`src/rtl/cpu_ctrl_pkg.sv`:
```
// Shared control-path definitions for the 19-bit CPU: PC width, reset vector
// and the sequencer state encoding.
package cpu_ctrl_pkg;

    localparam int unsigned PC_W = 8;
    localparam logic [PC_W-1:0] RESET_VECTOR = 8'h00;

    typedef enum logic [1:0] {
        ST_BOOT = 2'b00,
        ST_RUN  = 2'b01,
        ST_HALT = 2'b10
    } state_e;

endpackage

```
`src/rtl/ras_stack.sv`:
```
// Return-address stack: LIFO with an occupancy pointer. Entries are not reset;
// only the pointer is, so a reset discards any pending returns.
module ras_stack #(
    parameter int unsigned PC_W      = 8,
    parameter int unsigned RAS_DEPTH = 4
) (
    input  logic            clk,
    input  logic            rst_n,
    input  logic            push,
    input  logic            pop,
    input  logic [PC_W-1:0] push_data,
    output logic [PC_W-1:0] top,
    output logic            empty,
    output logic            full
);

    localparam int unsigned PtrW = $clog2(RAS_DEPTH) + 1;
    localparam int unsigned IdxW = (RAS_DEPTH > 1) ? $clog2(RAS_DEPTH) : 1;

    logic [PC_W-1:0] entry [RAS_DEPTH];
    logic [PtrW-1:0] ptr_q, ptr_d;
    logic            do_push, do_pop;

    assign empty   = (ptr_q == '0);
    assign full    = (ptr_q == PtrW'(RAS_DEPTH));
    assign do_push = push && !full;
    assign do_pop  = pop && !empty;
    // Top of stack lives one below the pointer.
    assign top     = entry[IdxW'(ptr_q - PtrW'(1))];

    always_comb begin
        ptr_d = ptr_q;
        if (do_push) begin
            ptr_d = ptr_q + PtrW'(1);
        end else if (do_pop) begin
            ptr_d = ptr_q - PtrW'(1);
        end
    end

    always_ff @(posedge clk or negedge rst_n) begin
        if (!rst_n) begin
            ptr_q <= '0;
        end else begin
            ptr_q <= ptr_d;
        end
    end

    always_ff @(posedge clk) begin
        if (do_push) begin
            entry[ptr_q[IdxW-1:0]] <= push_data;
        end
    end

endmodule

```
`src/rtl/pc_sequencer.sv`:
```
// Next-PC controller: BOOT/RUN/HALT FSM, prioritised control-flow mux feeding
// the pc register, and sticky RAS error flags.
module pc_sequencer
    import cpu_ctrl_pkg::*;
#(
    parameter int unsigned     PC_W         = cpu_ctrl_pkg::PC_W,
    parameter int unsigned     RAS_DEPTH    = 4,
    parameter logic [PC_W-1:0] RESET_VECTOR = cpu_ctrl_pkg::RESET_VECTOR
) (
    input  logic            clk,
    input  logic            rst_n,
    input  logic [PC_W-1:0] pc,
    input  logic            stall,
    input  logic            halt,
    input  logic            resume,
    input  logic            branch_taken,
    input  logic [PC_W-1:0] branch_target,
    input  logic            jump,
    input  logic [PC_W-1:0] jump_target,
    input  logic            call,
    input  logic            ret,
    input  logic            clr_flags,
    output logic [PC_W-1:0] next_pc,
    output logic            pcwrite,
    output logic [1:0]      state,
    output logic            halted,
    output logic            ras_overflow,
    output logic            ras_underflow
);

    state_e          state_q, state_d;
    logic            ovf_q, ovf_d, unf_q, unf_d;
    logic            set_ovf, set_unf;
    logic            push, pop, empty, full;
    logic [PC_W-1:0] top, pc_inc;

    assign pc_inc = pc + PC_W'(1);

    ras_stack #(
        .PC_W      (PC_W),
        .RAS_DEPTH (RAS_DEPTH)
    ) u_ras (
        .clk       (clk),
        .rst_n     (rst_n),
        .push      (push),
        .pop       (pop),
        .push_data (pc_inc),
        .top       (top),
        .empty     (empty),
        .full      (full)
    );

    always_comb begin
        state_d = state_q;
        next_pc = pc;
        pcwrite = 1'b0;
        push    = 1'b0;
        pop     = 1'b0;
        set_ovf = 1'b0;
        set_unf = 1'b0;
        case (state_q)
            ST_BOOT: begin
                next_pc = RESET_VECTOR;
                pcwrite = 1'b1;
                state_d = ST_RUN;
            end
            ST_RUN: begin
                if (halt) begin
                    state_d = ST_HALT;
                end else if (stall) begin
                    // hold pc; requests ignored
                end else if (ret) begin
                    if (!empty) begin
                        next_pc = top;
                        pcwrite = 1'b1;
                        pop     = 1'b1;
                    end else begin
                        set_unf = 1'b1;
                        state_d = ST_HALT;
                    end
                end else if (call) begin
                    // A call into a full stack still jumps; only the push is lost.
                    next_pc = jump_target;
                    pcwrite = 1'b1;
                    push    = !full;
                    set_ovf = full;
                end else if (jump) begin
                    next_pc = jump_target;
                    pcwrite = 1'b1;
                end else if (branch_taken) begin
                    next_pc = branch_target;
                    pcwrite = 1'b1;
                end else begin
                    next_pc = pc_inc;
                    pcwrite = 1'b1;
                end
            end
            ST_HALT: begin
                if (!halt && resume) begin
                    state_d = ST_RUN;
                end
            end
            default: state_d = ST_BOOT;
        endcase
        if (!rst_n) begin
            next_pc = RESET_VECTOR;
            pcwrite = 1'b0;
        end
    end

    // Set beats clear when both land in the same cycle.
    always_comb begin
        ovf_d = set_ovf | (ovf_q & ~clr_flags);
        unf_d = set_unf | (unf_q & ~clr_flags);
    end

    always_ff @(posedge clk or negedge rst_n) begin
        if (!rst_n) begin
            state_q <= ST_BOOT;
            ovf_q   <= 1'b0;
            unf_q   <= 1'b0;
        end else begin
            state_q <= state_d;
            ovf_q   <= ovf_d;
            unf_q   <= unf_d;
        end
    end

    assign state         = state_q;
    assign halted        = (state_q == ST_HALT);
    assign ras_overflow  = ovf_q;
    assign ras_underflow = unf_q;

endmodule

```
`config.mk`:
```
export PLATFORM = sky130hd
export DESIGN_NAME = pc_sequencer
export DESIGN_NICKNAME = d
export VERILOG_FILES = /design/src/rtl/cpu_ctrl_pkg.sv /design/src/rtl/ras_stack.sv /design/src/rtl/pc_sequencer.sv
export SDC_FILE = /design/constraint.sdc
export NUM_CORES = 1
export LEC_CHECK = 0
export ABC_AREA = 1
export CORE_MARGIN = 1.5
export CORE_UTILIZATION = 53
export CTS_BUF_LIST = sky130_fd_sc_hd__clkbuf_2 sky130_fd_sc_hd__clkbuf_4 sky130_fd_sc_hd__clkbuf_8
export CTS_CLUSTER_DIAMETER = 40
export DETAILED_ROUTE_END_ITERATION = 8
export GPL_TIMING_DRIVEN = 0
export HOLD_SLACK_MARGIN = 0.1
export MAX_ROUTING_LAYER = met4
export PLACE_DENSITY_LB_ADDON = 0.08
export SYNTH_ARGS = -nofsm -noshare
export SYNTH_HDL_FRONTEND = slang
export SYNTH_SLANG_ARGS = --single-unit
```
`constraint.sdc`:
```
create_clock -name clk -period 2.4 [get_ports clk]
set_input_delay 0.24 -clock clk [delete_from_list [all_inputs] [get_ports clk]]
set_output_delay 0.24 -clock clk [all_outputs]
set_load 0.03 [all_outputs]
```
-- Word level (Yosys, flattened, before mapping)
Memories as Yosys holds them, arrays and structs flattened.
Index checks and enable logic that the tools add are counted.
- add/subtract/negate cells: 3
- equal/unequal tests: 7
- mux-type cells: 44
- bitwise logic cells: 5
- reduce and logical (&&, ||, !) cells: 10
- operators with widths (cell ; number):
    8-bit 2-to-1 mux ; 8
    1-bit 2-to-1 mux ; 26
    8-bit case mux with 2 select lines ; 1
    2-bit 2-to-1 mux ; 5
    3-bit != test (second input constant) ; 3
    8-bit by 1-bit adder with 8-bit output (second input constant) ; 1
    3-bit 2-to-1 mux ; 2
    2-bit case mux with 3 select lines ; 1
    4-bit AND reduction ; 1
    3-bit by 1-bit adder with 3-bit output (second input constant) ; 1
    3-bit == test (second input constant) ; 1
    1-bit logical AND ; 3
    1-bit zero test ; 3
    3-bit zero test ; 1
    3-bit by 1-bit subtractor with 3-bit output (second input constant) ; 1
    1-bit AND ; 2
    2-bit by 1-bit == test with 1-bit output (second input constant) ; 1
    2-bit == test (second input constant) ; 1
    2-bit zero test ; 1
    2-bit by 1-bit != test with 1-bit output (second input constant) ; 1
    1-bit bitwise OR ; 2
    1-bit case mux with 2 select lines ; 1
    2-bit nonzero test ; 1
    1-bit inverter ; 1
- register bits after elaboration: 7
- RAM bits: 32
- input port bits: 34
- output and inout bits: 14
- logic and storage cells: 74
- memories: 1
- memory list (name ; words ; width ; rd ports ; clocked after memory_dff ; write ports ; line ; text):
    u_ras.entry ; 4 ; 8 ; 1 ; 0 ; 1 ; ras_stack.sv:20 ; logic [PC_W-1:0] entry [RAS_DEPTH];

-- Depth between registers and ports, before layout
Gate-level depths: netlist of run 1.
- word-level depth: 10
- depth in mapped cells: 14
- depth with buffers taken out: 12

-- Modules after synthesis
From an unflattened synthesis of run 1, not the netlist that was laid out.
- cell total of the unflattened synthesis: 313
- area total of the unflattened synthesis: 2496.1 sq um
- modules (own cells, without submodules) (module ; instances ; cells each ; area each (sq um) ; sequential area each (sq um)):
    ras_stack ; 1 ; 140 ; 1580.3 ; 1036.0
    pc_sequencer ; 1 ; 173 ; 915.9 ; 100.1

-- Worst setup path after synthesis of run 1
OpenSTA, ideal clock, no wires.
- path kind: flip-flop to output port
- start point: register u_ras.ptr_q[0]
- end point: output next_pc[5]
- arrival time: 2.107 ns
- data required time: 2.160 ns
- setup slack: 0.053 ns
- cell stages (with the launch flop): 10
- buffers on the path: 3
- cells stage by stage: dfrtp_1 buf_4 inv_2 buf_6 ha_1 clkbuf_1 o21ai_0 o221ai_1 nand4_1 a21oi_1
- cells in the longest elaborated chain, start to end: 8
- elaborated cells between the ends (all ways): 9
- classes of those cells: add/sub: 1; mux: 6; reduce/logical: 1; memory: 1
- RTL lines (element ; line ; text):
    start: declaration ; ras_stack.sv:21 ; logic [PtrW-1:0] ptr_q, ptr_d;
    start signal: assignment ; ras_stack.sv:44 ; ptr_q <= ptr_d;
    3-bit by 1-bit subtractor with 3-bit output ; ras_stack.sv:29 ; assign top = entry[IdxW'(ptr_q - PtrW'(1))];
    memory 4 x 8 bit ; n/a ;
    8-bit 2-to-1 mux (*) ; pc_sequencer.sv:73 ; if (!empty) begin
    8-bit 2-to-1 mux (*) ; pc_sequencer.sv:72 ; end else if (ret) begin
    8-bit 2-to-1 mux (*) ; pc_sequencer.sv:70 ; end else if (stall) begin
    8-bit 2-to-1 mux (*) ; pc_sequencer.sv:68 ; if (halt) begin
    8-bit case mux with 2 select lines (*) ; pc_sequencer.sv:61 ; case (state_q)
    8-bit 2-to-1 mux (*) ; pc_sequencer.sv:105 ; if (!rst_n) begin
    end: declaration ; pc_sequencer.sv:23 ; output logic [PC_W-1:0] next_pc,
Mark *: on every way between the ends. The rest lies on a longest branch, timed or not.

-- Worst setup path after layout of run 1
- start point: register u_ras.ptr_q[0]
- end point: output next_pc[7]
The elaborated chain is that of the path after synthesis.

==> Flow_metrics.wiki, run 1 <==
{| class="wikitable"
! Metric !! Value
|-
| Area of the die || roughly 4800 sq um
|-
| Number of warnings issued by yosys || 0
|-
| Layout cell share with drive strength beyond 1 || between 20% and 30%
|-
| Layout Skew || roughly 5.6 ps
|-
| Storage element area || ~1100 sq um
|-
| Endpoint type of the worst setup path || output port
|-
| Port-buffer cells || 45
|-
| Launch point of the critical path || u_ras.ptr_q[0]$_DFFE_PN0P_
|-
| Remaining Overflow, GRT || 0
|-
| Setup repair after global routing missed its margin || false
|-
| Post-synthesis cell area || approximately 2300 sq um
|-
| Starting DRT DRC Count || between 100 and 150
|-
| Number of search-and-repair iterations in the first detailed-routing pass || 4
|-
| Aggregate routed wire length || approximately 5700 um
|-
| Largest net degree at the start of global routing || 13
|-
| Number of ports placed on the die boundary || between 40 and 50
|-
| Required time of the worst setup path || 2160 ps
|-
| TritonCTS Buffers || 5
|-
| Mean post-synth cell area || 8.57 sq um
|-
| Final Max Slew Viols || 0
|-
| Internal power component || ~1.6 mW
|-
| Final Worst Setup Slack || between 100 and 150 ps
|-
| Global-route usage over all layers || a little over a quarter
|-
| Insertion delay of the later-clocked pin in the worst-skew pair || 290 ps
|-
| Source of the worst register-to-register timing path || state[1]$_DFFE_PN0P_
|-
| Total buffers and inverters traversed by the critical path || 4
|-
| Least-Margin Pin Slew || between 700 and 800 ps
|-
| Detail Placement HPWL || approximately 4200 um
|-
| Clock tree from TritonCTS || done
|-
| Non-filler instance count after layout || roughly 380
|-
| Initial standard-cell utilization of the core || a little under three fifths
|-
| Via count of the first global-routing pass || roughly 1900
|-
| Worst-path clk slew || 70 ps
|-
| Die height || 68.9 um
|-
| Final weighted congestion in routability-driven placement || ~0.86
|-
| Post-synthesis to final-layout area growth || 32.3%
|-
| Antenna violations before repair || 0
|-
| Clock group share of total power || around 15%
|-
| Average via count per standard cell || 5.44
|-
| Setup Crit Path Kind || flop to output port
|-
| Period minus WS final || about 2300 ps
|-
| Fill cell instance count of the final layout || 336
|-
| Critical path's largest stage delay || 460 ps
|-
| Top achievable clock speed || 439 MHz
|-
| Worst-path cell chain || inv_8 -> ha_4 -> inv_2 -> nor2_4 -> nor2_4 -> inv_2 -> a21oi_1 -> a21oi_1 -> nand2_1 -> nand2_1 -> nand2_1 -> a21oi_2 -> buf_6
|-
| Clock H-tree levels || 2
|-
| Clock tree root driver cell || sky130_fd_sc_hd__clkbuf_8
|-
| Remaining antenna violation count || 0
|-
| Startpoint Class || flop
|-
| Final hold violation count || 0
|-
| Slew HR || 48.1%
|-
| P per Cell Area || a little over 900 nW/um^2
|-
| Placed Cells incl. Taps || approximately 360
|-
| Maximum clock path buffer count || 2
|-
| Detailed-route DRC error count || 0
|-
| Sequential-to-total area share from yosys stat || between 40% and 50%
|-
| Synthesis-stage register bit count || 39
|-
| Arrival time at the worst endpoint || around 2000 ps
|-
| Std cell rows || 23
|-
| Net switching power of the design || between 1 and 1.5 mW
|-
| Largest driver fanout on the critical path || 7
|-
| Net Count, Synth || 309
|-
| Final design utilization || around three quarters
|-
| Count of distinct cell types in the synthesized netlist || 31
|-
| Combinational share of power || roughly 54%
|-
| HP Class || input port to asynchronous set/reset pin
|-
| Fraction of synthesis flops using an asynchronous set or reset pin || between 10% and 20%
|-
| Number of synthesized flops with an enable pin || 32
|-
| Part of the total power dissipated in sequential elements || a little over 30%
|-
| Library cell contributing the largest single delay on the critical path || sky130_fd_sc_hd__dfrtp_2
|-
| Outcome || completed
|-
| Final-report setup violation count || 0
|-
| Largest vdd supply drop || 0.000581 V
|-
| Most prevalent standard cell on the critical path || sky130_fd_sc_hd__nand2_1
|-
| Dpl ws || -667 ps
|-
| Net count reported at finish || roughly 370
|-
| Share of the cycle needed by the critical path after routing || a little over nine tenths
|-
| Family with the most delay on the worst path || flip-flops
|-
| Via count || just over 2000
|-
| Post-synth top flop || sky130_fd_sc_hd__edfxtp_1
|-
| Static leakage || roughly 1.3 nW
|-
| Count of max-cap constraint violations || 0
|-
| Routed wirelength normalized by instance count || between 10 and 15 um
|-
| Area of the placeable core || a little over 4000 sq um
|-
| Switching power share of the total || 42.5%
|-
| Die Wd || 68.9 um
|-
| Sink count of the clock tree || 39
|-
| Area used by multi-input combinational logic || 1070 sq um
|-
| Antenna diodes || 0
|-
| Global-route wire length before repair || ~8600 um
|-
| Cells after Synth || between 200 and 300
|}
## placed cells by master, fill, tap and decap left out, drive strengths merged, types with 6 or more instances in the layout
master,synthesis,final
o21ai,26,26
buf,5,23
edfxtp,32,32
dfrtp,7,7
inv,31,31
nand2,64,64
nand3,16,16
ha,6,6
nor2,46,46
clkdlybuf4s50,0,34
a21oi,16,16
clkbuf,1,6
## registers in the layout (all words and copies together), names as in the netlist
signal,cells
u_ras.ptr_q,3
ras_overflow,1
ras_underflow,1
u_ras.entry,32
state,2
## power by group through the flow
| stage | Clock (mW) | Sequential, mW | Combinational [mW] |
|---|---|---|---|
| 2_1_floorplan | 0 | 0.881 | 0.820 |
| 3_3_place_gp | 0 | 0.854 | 1.23 |
| 3_5_place_dp | 0 | 0.856 | 1.26 |
| 4_1_cts | 0.420 | 0.846 | 1.45 |
| 5_1_grt | 0.448 | 0.872 | 1.61 |
| 6_report | 0.418 | 0.863 | 1.49 |
## per-stage QoR
step                setup TNS, ps  hold WS (ps)  instance area, sq um  power [mW]
floorplan                       0         -55.6                  2300        1.70
global placement            -8870           519                  2820        2.08
detailed placement          -9640           539                  2820        2.11
CTS                             0           229                  3000        2.71
global route                    0           258                  3050        2.93
finish                          0           216                  3050        2.77
## cell usage after synthesis, drive strengths merged (3+ instances only)
cell    number  area [sq um]
o22ai        4          25.0
edfxtp      32           961
nor2        46           215
dfrtp        7           175
inv         31           116
nand3       16          80.1
nand2       64           278
xor2         4          35.0
buf          5          36.3
ha           6          75.1
o221ai       3          26.3
a21oi       16          80.1
o21ai       26           138
## final cells by class
cell class | count | share of cell area [%]
clock inverters | 2 | 0.451
well taps | 50 | 2.05
clock buffers | 5 | 2.26
inverters | 32 | 4.19
repair buffers | 57 | 17.5
plain buffers | 4 | 1.03
flip-flops and latches | 39 | 37.3
multi-input cells | 192 | 35.2
## repair_timing
action                                  CTS  global route
setup buffers                             5             7
gates cloned                              0             0
endpoints found under the setup margin   17             9
pin swaps                                 8             7
hold buffers                              0             0
gates resized for setup                  73             9
## logic make-up (layout without fill, tap and decap cells)
family,count (synthesis),after routing,share of synthesized area [%]
buf+inv,38,100,6.95
simple gates,128,128,25.4
flops,39,39,49.3
xor+xnor,5,5,2.23
fa+ha+maj,6,6,3.26
compound gates,53,53,12.9
## layer usage
metal	part of all wire, %	wire (um)	global-route usage (%)	vias up
li1	-	-	-	1021
met1	43	2440	32.8	973
met2	50	2860	43.5	71
met3	6.0	342	4.71	6
met4	0.93	53	7.84	0
met5	0	0	-	-
## worst paths after layout
path,depth (start not counted),slack (ps),end
worst max-delay path,13,120,next_pc[7]
worst min-delay path,1,220,ras_overflow$_DFF_PN0_
worst max register to register,5,280,u_ras.entry[2][2]$_DFFE_PP_
worst min register to register,2,550,ras_underflow$_DFF_PN0_
max in group asynchronous,1,1900,u_ras.ptr_q[0]$_DFFE_PN0P_
min in group clk,4,410,ras_underflow$_DFF_PN0_
Power figures use the tool's default switching activity.
==> run 2, diff against run 1 <==
RECOVER_POWER = 100   (was unset)
==> run 2 against run 1 <==
- wire length grew 0.30%
- global-route usage is the same
- register-to-register slack lost 60 ps
- maximum frequency fell by 0.41%
- sequential power barely moved
- core utilization shrank 0.80 points
- clock power up 1%
- largest cell class unchanged
- largest power group unchanged
==> Flow_metrics.wiki, run 2 (same netlist as run 1, synthesis figures left out) <==
{| class="wikitable"
! Metric !! Value
|-
| Number of buffers inserted by hold repair at cts || 0 (unchanged)
|-
| Final Max Slew Viols || 0 (unchanged)
|-
| Port-buffer cells || 45 (unchanged)
|-
| Via count || 2110 (+1.9%)
|-
| Library cell contributing the largest single delay on the critical path || sky130_fd_sc_hd__dfrtp_2
|-
| Critical path's largest stage delay || 460 ps (about the same)
|-
| Die Wd || 68.9 um (unchanged)
|-
| Net count reported at finish || 371 (unchanged)
|-
| Met2 track utilization from global routing || 43.5% (unchanged)
|-
| Worst R2R End || u_ras.entry[2][2]$_DFFE_PP_
|-
| Worst-path clk slew || 70 ps (about the same)
|-
| Detailed-route DRC error count || 0 (unchanged)
|-
| Period minus WS final || 2290 ps (+9.42 ps)
|-
| Endpoint type of the worst setup path || output port
|-
| Die height || 68.9 um (unchanged)
|-
| Via count of the first global-routing pass || 1860 (unchanged)
|-
| Total buffers and inverters traversed by the critical path || 4 (unchanged)
|-
| Least-Margin Pin Slew || 809 ps (+33.1 ps)
|-
| Most prevalent standard cell on the critical path || sky130_fd_sc_hd__inv_2
|-
| Largest driver fanout on the critical path || 7 (unchanged)
|-
| Antenna violations before repair || 0 (unchanged)
|-
| Arrival time at the worst endpoint || 2050 ps (about the same)
|-
| Number of search-and-repair iterations in the first detailed-routing pass || 4 (unchanged)
|-
| Outcome || completed
|-
| Largest net degree at the start of global routing || 13 (unchanged)
|-
| Layout cell share with drive strength beyond 1 || 20.5% (-1.2 points)
|-
| Insertion delay of the later-clocked pin in the worst-skew pair || 290 ps (about the same)
|-
| Antenna diodes || 0 (unchanged)
|-
| Initial standard-cell utilization of the core || 56.4% (unchanged)
|-
| GR Layer Usage met3 || 4.71% (unchanged)
|-
| Clock tree root driver cell || sky130_fd_sc_hd__clkbuf_8
|-
| Layout Skew || 3.48 ps (-2.09 ps)
|-
| Remaining Overflow, GRT || 0 (unchanged)
|-
| Source of the worst register-to-register timing path || state[1]$_DFFE_PN0P_
|-
| Setup TNS || 0 ps (unchanged)
|-
| Global-route usage over all layers || 26.2% (unchanged)
|-
| Global-route wire length before repair || 8560 um (unchanged)
|-
| Largest register FFs || 32 (unchanged)
|-
| Fill cell instance count of the final layout || 342 (+1.8%)
|-
| Family with the most delay on the worst path || flip-flops
|-
| Area used by multi-input combinational logic || 1070 sq um (-0.82%)
|-
| Aggregate routed wire length || 5710 um (+0.30%)
|-
| Routed wirelength normalized by instance count || 15.0 um (+0.30%)
|-
| Static leakage || 1.24 nW (-0.48%)
|-
| Sink count of the clock tree || 39 (unchanged)
|-
| Clock tree from TritonCTS || done
|-
| Startpoint Class || flop
|-
| Final Worst Setup Slack || 115 ps (-9.42 ps)
|-
| WHS || 287 ps (+71.1 ps)
|-
| Detail Placement HPWL || 4180 um (unchanged)
|-
| Starting DRT DRC Count || 108 (-24%)
|-
| Remaining antenna violation count || 0 (unchanged)
|-
| Non-filler instance count after layout || 381 (unchanged)
|-
| HP Class || input port to asynchronous set/reset pin
|-
| Area of the placeable core || 4090 sq um (unchanged)
|-
| Post-synthesis to final-layout area growth || 30.9%
|-
| Top achievable clock speed || 438 MHz (-0.41%)
|-
| TritonCTS Buffers || 5 (unchanged)
|-
| Number of ports placed on the die boundary || 48 (unchanged)
|-
| Slew HR || 45.9% (-2.2 points)
|-
| P per Cell Area || 911 nW/um^2 (+0.19%)
|-
| Setup Crit Path Kind || flop to output port
|-
| Std cell rows || 23 (unchanged)
|-
| Count of max-cap constraint violations || 0 (unchanged)
|-
| Leading cell types in the layout, fill and taps excluded || 57 x sky130_fd_sc_hd__nand2_1, 36 x sky130_fd_sc_hd__nor2_1, 32 x sky130_fd_sc_hd__edfxtp_1, 28 x sky130_fd_sc_hd__clkdlybuf4s50_1, 23 x sky130_fd_sc_hd__o21ai_0
|-
| Post-DP Area || 2820 sq um (unchanged)
|-
| Final hold violation count || 0 (unchanged)
|-
| Placed Cells incl. Taps || 364 (unchanged)
|-
| Maximum clock path buffer count || 2 (unchanged)
|-
| Final design utilization || 73.8% (-0.80 points)
|-
| Area of the die || 4750 sq um (unchanged)
|-
| Dpl ws || -667 ps (unchanged)
|-
| Largest vdd supply drop || 0.000586 V (+0.93%)
|-
| Final std cell area, no fill || 3020 sq um (-1.1%)
|-
| Final-report setup violation count || 0 (unchanged)
|-
| Most common library cell in the layout ignoring fill and taps || sky130_fd_sc_hd__nand2_1
|-
| Setup repair after global routing missed its margin || false
|-
| Reg2Reg Setup Slack || 220 ps (-60 ps)
|-
| Worst-path cell chain || inv_8 -> ha_4 -> inv_2 -> nor2_4 -> nand2_4 -> nand2_2 -> inv_2 -> o21ai_4 -> nand2_1 -> a21oi_1 -> clkbuf_2
|-
| Clock H-tree levels || 2 (unchanged)
|-
| Met1 Resource Use GR || 32.8% (unchanged)
|-
| Average via count per standard cell || 5.54 (+1.9%)
|-
| GRT busiest layer || met2
|-
| Share of the cycle needed by the critical path after routing || 95.2% (+0.39 points)
|-
| Storage element area || 1140 sq um (unchanged)
|-
| Worst Reg2Reg Path Length in Cells || 5 (unchanged)
|-
| Final weighted congestion in routability-driven placement || 0.858 (unchanged)
|-
| Required time of the worst setup path || 2160 ps (about the same)
|-
| Total power after layout || 2.75 mW (-0.88%)
|}
-- run 2: cell types whose count changed in the layout (fill, tap and decap cells not counted), moves of 2 or more --
cell / change
sky130_fd_sc_hd__clkbuf_2: +4
sky130_fd_sc_hd__nand2_1: +2
sky130_fd_sc_hd__clkbuf_1: +2
sky130_fd_sc_hd__clkdlybuf4s50_1: -6
sky130_fd_sc_hd__buf_4: -3
sky130_fd_sc_hd__dlygate4sd3_1: +6
sky130_fd_sc_hd__nand2_2: -2
-- run 2: what timing repair did --
item,in CTS,in global routing
endpoints found under the hold margin,0,0
setup endpoints to repair,17,9
cloned,0,0
pin swaps,8,7
setup buffers,5,7
gates resized for setup,73,9
-- run 2: power by group --
group | switching [mW] | total (mW) | internal [mW] | leakage [nW]
clock network | 0.224 | 0.423 | 0.198 | 0.0440
logic | 0.881 | 1.46 | 0.582 | 0.826
registers | 0.0730 | 0.863 | 0.790 | 0.375
-- run 2: final cells by class --
cell class	count	share of cell area (%)
well taps	50	2.07
multi-input cells	192	35.3
plain buffers	4	1.04
flip-flops and latches	39	37.7
repair buffers	57	16.9
clock inverters	2	0.456
inverters	32	4.23
clock buffers	5	2.28
-- run 2: worst max-delay path by stage --
stage	depth (start not counted)	slack (ps)	end	startpoint
floorplan	9	50	next_pc[5]	u_ras.ptr_q[0]$_DFFE_PN0P_
global placement	10	-640	next_pc[5]	u_ras.ptr_q[0]$_DFFE_PN0P_
detailed placement	13	-670	next_pc[1]	u_ras.ptr_q[0]$_DFFE_PN0P_
CTS	13	4	next_pc[2]	u_ras.ptr_q[0]$_DFFE_PN0P_
global route	11	20	next_pc[3]	u_ras.ptr_q[0]$_DFFE_PN0P_
finish	11	110	next_pc[2]	u_ras.ptr_q[0]$_DFFE_PN0P_
-- run 2: metal layers --
| layer | wire length (um) | part of all wire (%) |
|---|---|---|
| met5 | 0 | 0 |
| met2 | 2850 | 50 |
| met1 | 2440 | 43 |
| met4 | 87 | 1.5 |
| met3 | 326 | 5.7 |
